--- config.mk ---
export PLATFORM = sky130hd
export DESIGN_NAME = fetch_unit
export DESIGN_NICKNAME = d
export VERILOG_FILES = /design/src/rtl/fetch_unit.sv
export SDC_FILE = /design/constraint.sdc
export NUM_CORES = 1
export LEC_CHECK = 0
export BUFFER_PORTS_ARGS = -buffer_cell sky130_fd_sc_hd__buf_2
export CAP_MARGIN = 10
export CORE_AREA = 2 2 145 147
export CTS_CLUSTER_SIZE = 25
export DETAILED_ROUTE_END_ITERATION = 8
export DIE_AREA = 0 0 147 149
export GPL_ROUTABILITY_DRIVEN = 0
export MAX_ROUTING_LAYER = met4
export PLACE_DENSITY = 0.82
export REMOVE_ABC_BUFFERS = 1
export SYNTH_ARGS = -nofsm -noshare
export SYNTH_HDL_FRONTEND = slang
export SYNTH_SLANG_ARGS = --single-unit
--- constraint.sdc ---
create_clock -name clock -period 10.6 [get_ports clock]
set_input_delay 1.59 -clock clock [delete_from_list [all_inputs] [get_ports clock]]
set_output_delay 1.59 -clock clock [all_outputs]
set_load 0.1 [all_outputs]
--- src/rtl/fetch_unit.sv ---
// fetch_unit: owns the fetch PC, issues in-order word-aligned imem requests,
// pairs each response with its PC and buffers the pairs in a DEPTH-entry
// output FIFO. A redirect flushes the FIFO and marks outstanding requests stale.
module fetch_unit #(
    parameter logic [31:0] RESET_PC = 32'h0100_0000,
    parameter int unsigned DEPTH    = 2
) (
    input  logic        clock,
    input  logic        reset_n,
    output logic        imem_req_valid,
    input  logic        imem_req_ready,
    output logic [31:0] imem_req_addr,
    input  logic        imem_rsp_valid,
    input  logic [31:0] imem_rsp_data,
    input  logic        redirect_valid,
    input  logic [31:0] redirect_pc,
    output logic        out_valid,
    input  logic        out_ready,
    output logic [31:0] out_pc,
    output logic [31:0] out_inst
);

    // Occupancy counters hold 0..DEPTH (DEPTH <= 4); stale can accumulate
    // over back-to-back redirects, so it gets more headroom.
    localparam int unsigned CW = 4;
    localparam int unsigned SW = 8;
    typedef logic [CW-1:0] cnt_t;
    typedef logic [SW-1:0] stale_t;
    localparam cnt_t DEPTH_C = cnt_t'(DEPTH);

    logic [31:0] fetch_pc_q, fetch_pc_d;
    logic [31:0] ifq_pc_q    [DEPTH];
    logic [31:0] ifq_pc_d    [DEPTH];
    logic [31:0] fifo_pc_q   [DEPTH];
    logic [31:0] fifo_pc_d   [DEPTH];
    logic [31:0] fifo_inst_q [DEPTH];
    logic [31:0] fifo_inst_d [DEPTH];
    cnt_t        inflight_q, inflight_d;
    cnt_t        count_q, count_d;
    logic        valid_q, valid_d;
    stale_t      stale_q, stale_d;

    logic [31:0] target;
    logic        pop, credit, accept, rsp_live, rsp_stale;
    cnt_t        ifq_idx, fifo_idx;
    logic        unused_redirect_lsbs;

    assign unused_redirect_lsbs = ^redirect_pc[1:0];

    // Request channel and per-cycle event decode
    always_comb begin
        target         = {redirect_pc[31:2], 2'b00};
        pop            = valid_q & out_ready & ~redirect_valid;
        credit         = (inflight_q + count_q - cnt_t'(pop)) < DEPTH_C;
        imem_req_valid = reset_n & credit;
        imem_req_addr  = redirect_valid ? target : fetch_pc_q;
        accept         = imem_req_valid & imem_req_ready;
        rsp_stale      = imem_rsp_valid & (stale_q != '0);
        rsp_live       = imem_rsp_valid & (stale_q == '0) & (inflight_q != '0);
    end

    // Next state for PC, in-flight PC queue, output FIFO and stale counter
    always_comb begin
        fetch_pc_d  = fetch_pc_q;
        ifq_pc_d    = ifq_pc_q;
        fifo_pc_d   = fifo_pc_q;
        fifo_inst_d = fifo_inst_q;
        inflight_d  = inflight_q;
        count_d     = count_q;
        valid_d     = valid_q;
        stale_d     = stale_q;
        ifq_idx     = '0;
        fifo_idx    = '0;

        if (accept) begin
            fetch_pc_d = imem_req_addr + 32'd4;
        end else if (redirect_valid) begin
            fetch_pc_d = target;
        end

        if (redirect_valid) begin
            // Every request accepted before this cycle turns stale; a response
            // landing now retires one of them, whichever group it belongs to.
            stale_d = stale_q + stale_t'(inflight_q)
                    - stale_t'(imem_rsp_valid & ((stale_q != '0) | (inflight_q != '0)));
            inflight_d = cnt_t'(accept);
            if (accept) begin
                ifq_pc_d[0] = imem_req_addr;
            end
            count_d = '0;
            valid_d = 1'b0;
        end else begin
            stale_d = stale_q - stale_t'(rsp_stale);

            // Both queues keep their head at index 0 so out_pc/out_inst are plain
            // register outputs; the push slot accounts for a same-cycle shift.
            if (rsp_live) begin
                for (int unsigned i = 0; i + 1 < DEPTH; i++) begin
                    ifq_pc_d[i] = ifq_pc_q[i+1];
                end
            end
            ifq_idx = inflight_q - cnt_t'(rsp_live);
            if (accept) begin
                for (int unsigned i = 0; i < DEPTH; i++) begin
                    if (cnt_t'(i) == ifq_idx) begin
                        ifq_pc_d[i] = imem_req_addr;
                    end
                end
            end
            inflight_d = inflight_q + cnt_t'(accept) - cnt_t'(rsp_live);

            if (pop) begin
                for (int unsigned i = 0; i + 1 < DEPTH; i++) begin
                    fifo_pc_d[i]   = fifo_pc_q[i+1];
                    fifo_inst_d[i] = fifo_inst_q[i+1];
                end
            end
            fifo_idx = count_q - cnt_t'(pop);
            if (rsp_live) begin
                for (int unsigned i = 0; i < DEPTH; i++) begin
                    if (cnt_t'(i) == fifo_idx) begin
                        fifo_pc_d[i]   = ifq_pc_q[0];
                        fifo_inst_d[i] = imem_rsp_data;
                    end
                end
            end
            count_d = count_q + cnt_t'(rsp_live) - cnt_t'(pop);
            valid_d = (count_d != '0);
        end
    end

    // State registers, asynchronously cleared
    always_ff @(posedge clock or negedge reset_n) begin
        if (!reset_n) begin
            fetch_pc_q <= RESET_PC;
            for (int unsigned i = 0; i < DEPTH; i++) begin
                ifq_pc_q[i]    <= '0;
                fifo_pc_q[i]   <= '0;
                fifo_inst_q[i] <= '0;
            end
            inflight_q <= '0;
            count_q    <= '0;
            valid_q    <= 1'b0;
            stale_q    <= '0;
        end else begin
            fetch_pc_q  <= fetch_pc_d;
            ifq_pc_q    <= ifq_pc_d;
            fifo_pc_q   <= fifo_pc_d;
            fifo_inst_q <= fifo_inst_d;
            inflight_q  <= inflight_d;
            count_q     <= count_d;
            valid_q     <= valid_d;
            stale_q     <= stale_d;
        end
    end

    assign out_valid = valid_q;
    assign out_pc    = fifo_pc_q[0];
    assign out_inst  = fifo_inst_q[0];

endmodule

After elaboration in Yosys (flattened, before gate mapping) --
Index checks and enable logic that the tools add are counted.
Cells by class: add/subtract/negate cells 12, multiply operators 0, div/mod/pow operators 0, $lt $le $gt $ge 1, eq/ne operators 3, shifts and indexed selects 0, multiplexer cells 20, bitwise logic cells 10, reductions and logical operators 8
Operator list (count):
- $mux 32 | 13
- $mux 64 | 3
- $add 32x3->32 const B | 1
- $sub 4x1->4 | 5
- $sub 8x1->8 | 2
- $add 4x1->4 | 2
- $add 8x4->8 | 1
- $and 1x1->1 | 8
- $eq 1x4->1 const A | 2
- $logic_not 4->1 | 2
- $logic_not 8->1 | 1
- $mux 4 | 2
- $mux 8 | 1
- $reduce_bool 4->1 | 2
- $reduce_bool 8->1 | 1
- $reduce_and 3->1 | 2
- $add 4x4->4 | 1
- $lt 4x2->1 const B | 1
- $ne 2x1->1 const B | 1
- $mux 1 | 1
- $not 1->1 | 1
- $or 1x1->1 | 1
Storage, ports and cells: register bits 241, bits in latches 0, RAM bits 0, bits in read-only memories 0, bits of input ports 70, output and inout port bits 98, memories kept 0

Longest topological paths before layout --
Gate-level depths: netlist of the first run.
depth in word-level cells 9, gate-level depth with buffers 18

Worst setup path after synthesis of the first run --
No wires, ideal clock.
path kind input-to-output, start point in redirect_valid, end point out imem_req_valid, data arrival time 5.215 ns, path slack 3.795 ns, cell stages on the path 8, cell sequence buf_2 -> nand3b_1 -> xnor2_1 -> nand2_1 -> fa_1 -> xor2_1 -> and3_1 -> a21boi_0
On the way: cells in the longest elaborated chain, start to end 5
Ends and longest elaborated chain:
- from (decl) | RTL line 15 | input logic redirect_valid,
- $not 1->1 (no source line)
- $and 1x1->1 | RTL line 53 | pop = valid_q & out_ready & ~redirect_valid;
- $sub 4x1->4 | RTL line 54 | credit = (inflight_q + count_q - cnt_t'(pop)) < DEPTH_C;
- $lt 4x2->1 | RTL line 54
- $and 1x1->1 | RTL line 55 | imem_req_valid = reset_n & credit;
- to (decl) | RTL line 10 | output logic imem_req_valid,
No other way between the ends.

Worst setup path after layout of the first run --
start point in redirect_valid, end point out imem_req_addr[2]
On the way: cells in the longest elaborated chain, start to end 1
Ends and longest elaborated chain:
- $mux 32
- to (decl) | RTL line 12 | output logic [31:0] imem_req_addr,
No other way between the ends.

==> results_dict.tcl, run 1 <==
set metrics [dict create \
    synthToLayoutAreaGrowth_pct 11.70 \
    cts_tree "done" \
    hold_class "register to register" \
    track_usage 0.2512 \
    min_period_ns 5.757 \
    num_rows 53 \
    synthDistinctLibCells 55 \
    setup_violations 0 \
    r2r-end "ifq_pc_q[34]" \
    io_pins 168 \
    antenna_found_initial 1 \
    seq_area_um2 6032 \
    r2r_slack_ns 6.63 \
    ys_warn_count 0 \
    hold_buffers 0 \
    grt_pass1_vias 8641 \
    place_area_um2 12610 \
    synthCells 1145 \
    p_leak_nw 6.534 \
    dieArea_um2 21900 \
    worstPathRequired_ns 9.01 \
    final.period_utilization 0.5431 \
    slew_violations 0 \
    rsz0062_at_grt "false" \
    nets 1326 \
    arrival_ns 4.17 \
    synth_commonest_cells "240 x dfrtp_1, 100 x nand2_1, 100 x o21ai_0" \
    numCtsBuffers 25 \
    cp-start-kind "input pin" \
    power_density_nw_per_um2 217.4 \
    clk_pin_slew_ns 0.06 \
    synthMuxAreaShare 0.09688 \
    post_cts_buffers 0 \
    hpwl_mm 17.15 \
    netlist.area_leader.share 0.4979 \
    crit_path_max_fanout 78 \
    ant_nets 0 \
    crit_type "input pin to primary output" \
    timing.fmax_mhz 173.7 \
    cts_root_buf "clkbuf_16" \
    synth-simple-area-share 0.1007 \
    routed-via-count 8621 \
    ir_worst_vdd_mv 0.2246 \
    worst_pin_slew_ns 1.079 \
    syn_avg_cell_area_um2 10.54 \
    port_buffers 165 \
    routed_wl_mm 26.53 \
    worstReg2RegStart "inflight_q[2]" \
    seq_area_frac_synth 0.5001 \
    synth_compound_gate_area_share 0.1408 \
    firstDrtPassIters 4 \
    numClockSinks 241 \
    grt_overflow_total 0 \
    grt_start_max_net_pins 91 \
    async_reset_ff_frac 1.000 \
    htreeDepth 1 \
    synth-seq-cells 241 \
    dieWidth_um 147 \
    cts_buffer_depth 3 \
    core-area_um2 20560 \
    synth_area_leaders "dfrtp_1 50%, mux2_2 7.4%, buf_4 4.3%" \
    synth_most_common_cell "dfrtp_1" \
    drc 0 \
    synth_fa_ha_area_frac 0.04190 \
    clkLatencyLatePin_ns 0.53 \
    fin_skew_ns 0.02074 \
    final_hold_viol_count 0 \
    fin_area_um2 13470 \
    fillCellCount 1582 \
    grt_first_pass_wirelength_mm 43.48 \
    die_y_um 149 \
    synth-edff-count 0 \
    placed_cells 1466 \
    synth_xor_xnor_area_share 0.03703 \
    start_util 0.5868 \
    netlist_area_um2 12060 \
    hold_path_end "out_pc[31]" \
    yosysTopAreaCell "dfrtp_1" \
    drt_iter0_drc 463 \
    synthFlopType "dfrtp_1" \
    synth_top_family_by_area "compound AO/OA/AOI/OAI gates" \
    worst_setup_path_end_kind "primary output" \
    drive_gt1_frac 0.2522 \
    outcome "finished, final reports clean" \
    hold_start "out_pc[31]" \
    r2r_cells 13 \
    via_per_inst 5.694 \
    slew_headroom 0.2750 \
    final_core_util 0.6554 \
    maxCapViolCount 0 \
    cts_resized 0 \
    whs_path_depth 2 \
    multi_input_area_um2 5074 \
    wl_per_cell_um 17.52 \
    finalNonFillerCells 1514 \
]
## layout make-up
type / instances / share of cell area
Antenna cell: 2 / 0.0003714
Clock buffer: 37 / 0.05423
Clock inverter: 9 / 0.009193
Inverter: 55 / 0.01532
Multi-Input combinational cell: 714 / 0.3765
Sequential cell: 241 / 0.4477
Tap cell: 275 / 0.02554
Timing Repair Buffer: 181 / 0.07113
## layer usage
metal	wire length (um)	part of all wire	up-vias	track usage
met2	13290	0.50	223	0.4312
met1	11520	0.43	4249	0.3174
met5	0	0	-	-
li1	-	-	4104	-
met3	1131	0.043	45	0.02875
met4	591	0.022	0	0.07644
## cell usage in the layout, fill, tap and decap left out, types with 4 or more instances in the layout
cell       count
dfrtp_1      240
buf_2        163
nand2_1      100
o21ai_0      100
mux2_2        79
a22oi_1       64
inv_1         55
nand3_1       48
xnor2_1       46
nor2_1        43
a21oi_1       36
ha_1          34
clkbuf_16     25
a2bb2oi_1     23
mux2i_1       20
buf_4         17
nand4_1       12
nor2b_1       10
o21a_1         8
and3_1         7
a31oi_1        7
mux2_1         7
o22a_1         7
clkbuf_8       6
clkbuf_1       6
nand3b_1       5
nand4b_1       5
xor2_1         5
clkinv_2       5
nor3_1         4
fa_1           4
## stage by stage
step | power [mW] | setup slack (ns) | hold slack [ns] | TNS, ns
6_report | 2.929 | 4.843 | 0.4689 | 0
5_1_grt | 3.106 | 4.639 | 0.4999 | 0
4_1_cts | 2.950 | 4.846 | 0.4770 | 0
3_5_place_dp | 2.039 | 4.852 | 0.4640 | 0
3_3_place_gp | 1.999 | 4.851 | 0.4551 | 0
2_1_floorplan | 1.808 | -0.3863 | 0.4574 | -24.72
## worst max path at each step
stage,start,to
finish,redirect_valid,imem_req_addr[2]
global route,redirect_valid,imem_req_addr[2]
CTS,redirect_valid,imem_req_addr[2]
detailed placement,redirect_valid,imem_req_addr[2]
global placement,redirect_valid,imem_req_addr[2]
floorplan,redirect_valid,out_inst[0]
## sequential cells by signal, summed over array words and instances, names as in the netlist, 4 cells and up
signal / flops
inflight_q: 4
out_pc: 32
fetch_pc_q: 32
fifo_pc_q: 32
count_q: 4
ifq_pc_q: 64
fifo_inst_q: 32
stale_q: 8
out_inst: 32
## where the power goes
| part | internal (mW) | switching, mW |
|---|---|---|
| combinational | 0.317 | 0.571 |
| sequential | 1.05 | 0.0868 |
| clock | 0.550 | 0.354 |
| total | 1.92 | 1.01 |
## critical path, cell delays in order
cell and delay [ns]:
buf_4 0.14, buf_4 0.65, buf_4 0.78, mux2i_1 0.47, inv_1 0.15, buf_2 0.32
## kinds of logic after synthesis
family          Yosys count
compound gates          264
simple gates            255
flops                   241
buf+inv                 190
mux                     106
xor+xnor                 51
fa+ha+maj                38
(Power assumes the default switching activity.)
==> run 2, diff against run 1 <==
- CORE_AREA: 2 2 145 147 -> 2 2 148 150
- DIE_AREA: 0 0 147 149 -> 0 0 150 152
- PLACE_DENSITY: 0.82 -> 0.79
- clock period: 10.6 -> 5.9 ns (I/O delays scaled with it)
==> results_dict.tcl, run 2 (synthesis gave the netlist of run 1 again) <==
set metrics [dict create \
    outcome "finished, final reports clean" \
    htreeDepth 1 \
    r2r_cells 13 \
    grt_start_max_net_pins 160 \
    cts_resized 0 \
    cp-start-kind "input pin" \
    routed_wl_mm 27.29 \
    arrival_ns 3.31 \
    final_common_cell "dfrtp_1" \
    p_leak_nw 6.567 \
    start_util 0.5650 \
    top_register "ifq_pc_q" \
    multi_input_area_um2 5074 \
    hold_buffers 0 \
    slew_headroom 0.3000 \
    final.period_utilization 0.7106 \
    final_core_util 0.6350 \
    fillCellCount 1686 \
    min_period_ns 4.192 \
    final_hold_viol_count 0 \
    routed-via-count 8777 \
    cts_tree "done" \
    ir_worst_vdd_mv 0.1803 \
    seq_area_um2 6032 \
    via_per_inst 5.767 \
    synthToLayoutAreaGrowth_pct 12.39 \
    largest_reg_flops 64 \
    dieWidth_um 150 \
    die_y_um 152 \
    fin_tns_setup_ns 0 \
    io_pins 168 \
    clkLatencyLatePin_ns 0.53 \
    setup_violations 0 \
    p_total_mw 5.316 \
    rsz0062_at_grt "false" \
    cts_root_buf "clkbuf_16" \
    wl_met2_mm 13.49 \
    numClockSinks 241 \
    grt_first_pass_wirelength_mm 44.70 \
    hpwl_mm 17.35 \
    firstDrtPassIters 5 \
    power_density_nw_per_um2 392.1 \
    wl_met3_mm 1.849 \
    grt_pass1_vias 8811 \
    drc 0 \
    post_cts_buffers 0 \
    track_usage 0.2485 \
    dieArea_um2 22800 \
    layout_common_cells "240 x dfrtp_1, 163 x buf_2, 100 x nand2_1, 100 x o21ai_0, 79 x mux2_2" \
    wl_met1_mm 11.32 \
    worstPathRequired_ns 5.02 \
    grt_overflow_total 0 \
    numCtsBuffers 25 \
    crit_path_max_fanout 33 \
    slew_violations 0 \
    fin_skew_ns 0.01838 \
    maxCapViolCount 0 \
    worst_pin_slew_ns 1.050 \
    top_layer "met4" \
    cts_buffer_depth 3 \
    port_buffers 165 \
    drive_gt1_frac 0.2565 \
    wl_per_cell_um 17.93 \
    clk_pin_slew_ns 0.06 \
    antenna_found_initial 1 \
    ant_nets 0 \
    worst_setup_path_end_kind "primary output" \
    timing.fmax_mhz 238.5 \
    crit_type "input pin to primary output" \
    core-area_um2 21350 \
    num_rows 54 \
    hold_class "input pin to asynchronous set/reset pin" \
    drt_iter0_drc 593 \
    nets 1330 \
]
[run 2: cell count changes in the layout (fill, tap and decap cells not counted), sizes merged]
cell	previous run	this run
clkbuf	37	35
clkinvlp	0	1
buf	181	185
[run 2: layout make-up]
class	count	area share
tap	280	0.02584
clock inverter	10	0.01052
sequential	241	0.4449
antenna	2	0.0003692
multi-input combinational	714	0.3742
clock buffer	35	0.05408
inverter	55	0.01523
timing repair buffer	185	0.07476
[run 2: worst paths after layout]
kind / startpoint / to / slack [ns]
max: redirect_valid / imem_req_valid / 1.71
min: reset_n / fifo_inst_q[4] / 0.38
max reg2reg: inflight_q[2] / ifq_pc_q[60] / 1.79
min reg2reg: out_pc[3] / out_pc[3] / 0.47
max in group asynchronous: reset_n / out_pc[10] / 4.28
min in group clock: out_pc[3] / out_pc[3] / 0.47
[run 2: layer usage]
metal,vias to the layer above,global-route usage
li1,4111,-
met1,4353,0.3222
met2,265,0.4066
met3,48,0.03994
met4,0,0.06873
met5,-,-
[run 2: through the flow]
stage	setup slack, ns	hold slack, ns	cells	area (um^2)
after floorplan	-4.483	0.4574	1010	11270
after global placement	1.476	0.4558	1475	12680
after detailed placement	1.413	0.4645	1475	12680
after CTS	1.691	0.3923	1520	13550
after global routing	1.438	0.4120	1521	13550
final	1.708	0.3770	1522	13560
[run 2: worst max-delay path, cell delays in order]
cell	delay (ns)
buf_4	0.23
and3b_1	0.45
nand2b_1	0.13
ha_1	0.31
nand4b_1	0.10
mux2i_1	0.15
or3_1	0.40
a21boi_0	0.18
buf_2	0.45
[run 2: power by group]
group	leakage, nW	internal, mW	switching, mW
Clock	0.432	1.00	0.652
Sequential	3.22	1.89	0.155
Combinational	2.91	0.580	1.04
==> run 3, diff against run 2 <==
- CORE_AREA: 2 2 148 150 -> 2 2 156 158
- DIE_AREA: 0 0 150 152 -> 0 0 158 160
- PLACE_DENSITY: 0.79 -> 0.75
- clock period: 5.9 -> 3.4 ns (I/O delays scaled with it)
==> results_dict.tcl, run 3 (synthesis gave the netlist of run 1 again) <==
set metrics [dict create \
    wl_per_cell_um 17.50 \
    hold_start "imem_rsp_data[29]" \
    cp-start-kind "register" \
    p_int_mw 6.047 \
    dieArea_um2 25280 \
    ant_nets 0 \
    via_per_inst 5.511 \
    grt_overflow_total 0 \
    maxCapViolCount 0 \
    die_y_um 160 \
    top_register "ifq_pc_q" \
    largest_reg_flops 64 \
    rsz0062_at_grt "true" \
    antenna_found_initial 0 \
    worstPathRequired_ns 2.89 \
    grt_pass1_vias 9035 \
    final_hold_viol_count 0 \
    critical_path.top_delay_family "buffers and inverters" \
    dp_slack_ns -0.3253 \
    min_period_ns 3.323 \
    final_common_cell "dfrtp_1" \
    numCtsBuffers 26 \
    clkLatencyLatePin_ns 0.52 \
    dieWidth_um 158 \
    ir_worst_vdd_mv 0.4934 \
    htreeDepth 1 \
    p_total_mw 9.317 \
    grt_first_pass_wirelength_mm 45.97 \
    seq_area_um2 6032 \
    setup_violations 0 \
    crit_path_max_fanout 5 \
    slowest_stage "dfrtp_1" \
    slew_violations 0 \
    power_density_nw_per_um2 657.0 \
    crit_buf_inv 5 \
    io_pins 168 \
    slew_headroom 0.3980 \
    final.period_utilization 0.9774 \
    layout_common_cells "240 x dfrtp_1, 154 x buf_2, 99 x nand2_1, 99 x o21ai_0, 79 x mux2_2" \
    arrival_ns 2.81 \
    worstReg2RegStart "out_valid" \
    track_usage 0.2306 \
    pwr-share-seq 0.381 \
    timing.fmax_mhz 300.9 \
    finalNonFillerCells 1608 \
    whs_ns 0.2347 \
    cp_slowest_stage_delay_ns 0.37 \
    routed_wl_mm 28.14 \
    clockPowerShare 0.282 \
    worst_setup_path_end_kind "primary output" \
    clk_pin_slew_ns 0.06 \
    placed_cells 1554 \
    firstDrtPassIters 5 \
    finalWorstSetupSlack_ns 0.07687 \
    num_rows 57 \
    num_antenna_cells 0 \
    combinationalPowerShare 0.338 \
    final_core_util 0.5954 \
    swShare 0.3511 \
    crit_type "register to primary output" \
    grt_start_max_net_pins 168 \
    hold_class "input pin to register" \
    worst_pin_slew_ns 0.9030 \
    numClockSinks 241 \
    fillCellCount 2004 \
    core-area_um2 23820 \
    start_util 0.5064 \
    drt_iter0_drc 550 \
    hpwl_mm 18.76 \
    power.switching_mw 3.271 \
    multi_input_area_um2 5187 \
    cp-startpoint "inflight_q[1]" \
    synthToLayoutAreaGrowth_pct 17.57 \
    drc 0 \
    port_buffers 165 \
    cts_tree "done" \
    cts_buffer_depth 3 \
    p_leak_nw 6.819 \
    nets 1376 \
    fin_skew_ns 0.01113 \
    routed-via-count 8862 \
    crit_chain "inv_1 > ha_4 > inv_1 > ha_1 > nand4b_1 > mux2i_1 > buf_4 > or3_1 > a21boi_2 > buf_4 > buf_12" \
    outcome "finished, final reports clean" \
    drive_gt1_frac 0.2952 \
    cts_root_buf "clkbuf_16" \
]
[run 3: cell count changes in the layout (fill, tap and decap cells not counted), moves of 3 or more]
cell / change
buf_12: +14
buf_2: -9
buf_4: +37
bufinv_16: -3
clkbuf_1: +4
clkbuf_8: -3
fa_1: -3
fa_2: +3
ha_1: -6
ha_4: +6
inv_1: -6
inv_2: +5
[run 3: timing repair]
action | CTS | global route
buffers inserted | 2 | 6
hold endpoints to repair | 12 | 0
pin swaps | 1 | 12
resized for setup | 5 | 27
cloned | 0 | 1
hold buffers | 1 | 0
setup endpoints to repair | 4 | 32
[run 3: power by group through the flow]
stage	Combinational (mW)	Clock (mW)	Sequential (mW)
after floorplan	2.04	0	3.59
after CTS	3.08	2.69	3.54
after detailed placement	3.01	0	3.59
after global routing	3.48	2.83	3.60
after global placement	2.91	0	3.57
final	3.15	2.62	3.55
[run 3: metal layers]
layer | vias up | wire [um] | global-route usage
met5 | - | 0 | -
met4 | 0 | 779 | 0.06429
met3 | 59 | 1421 | 0.03094
met2 | 230 | 13660 | 0.3812
met1 | 4380 | 12280 | 0.2987
li1 | 4193 | - | -
[run 3: final timing paths]
path | slack [ns] | cells after the start | endpoint
worst max-delay path | 0.08 | 11 | imem_req_valid
worst min-delay path | 0.23 | 2 | fifo_inst_q[29]
worst max register to register | 0.16 | 16 | inflight_q[3]
worst min register to register | 0.47 | 2 | out_inst[21]
max in group asynchronous | 1.11 | 4 | ifq_pc_q[15]
min in group asynchronous | 0.40 | 2 | ifq_pc_q[3]
[run 3: cell type report]
cell class / instances / area share
clock buffers: 38 / 0.05337
flip-flops and latches: 241 / 0.4253
repair buffers: 230 / 0.1099
clock inverters: 6 / 0.002294
multi-input cells: 714 / 0.3658
well taps: 324 / 0.02858
inverters: 55 / 0.01473
[run 3: per-stage QoR]
stage	setup TNS [ns]	area (um^2)
2_1_floorplan	-675.71	11270
3_3_place_gp	-1.056	13190
3_5_place_dp	-5.218	13190
4_1_cts	0	14030
5_1_grt	-0.1522	14180
6_report	0	14180
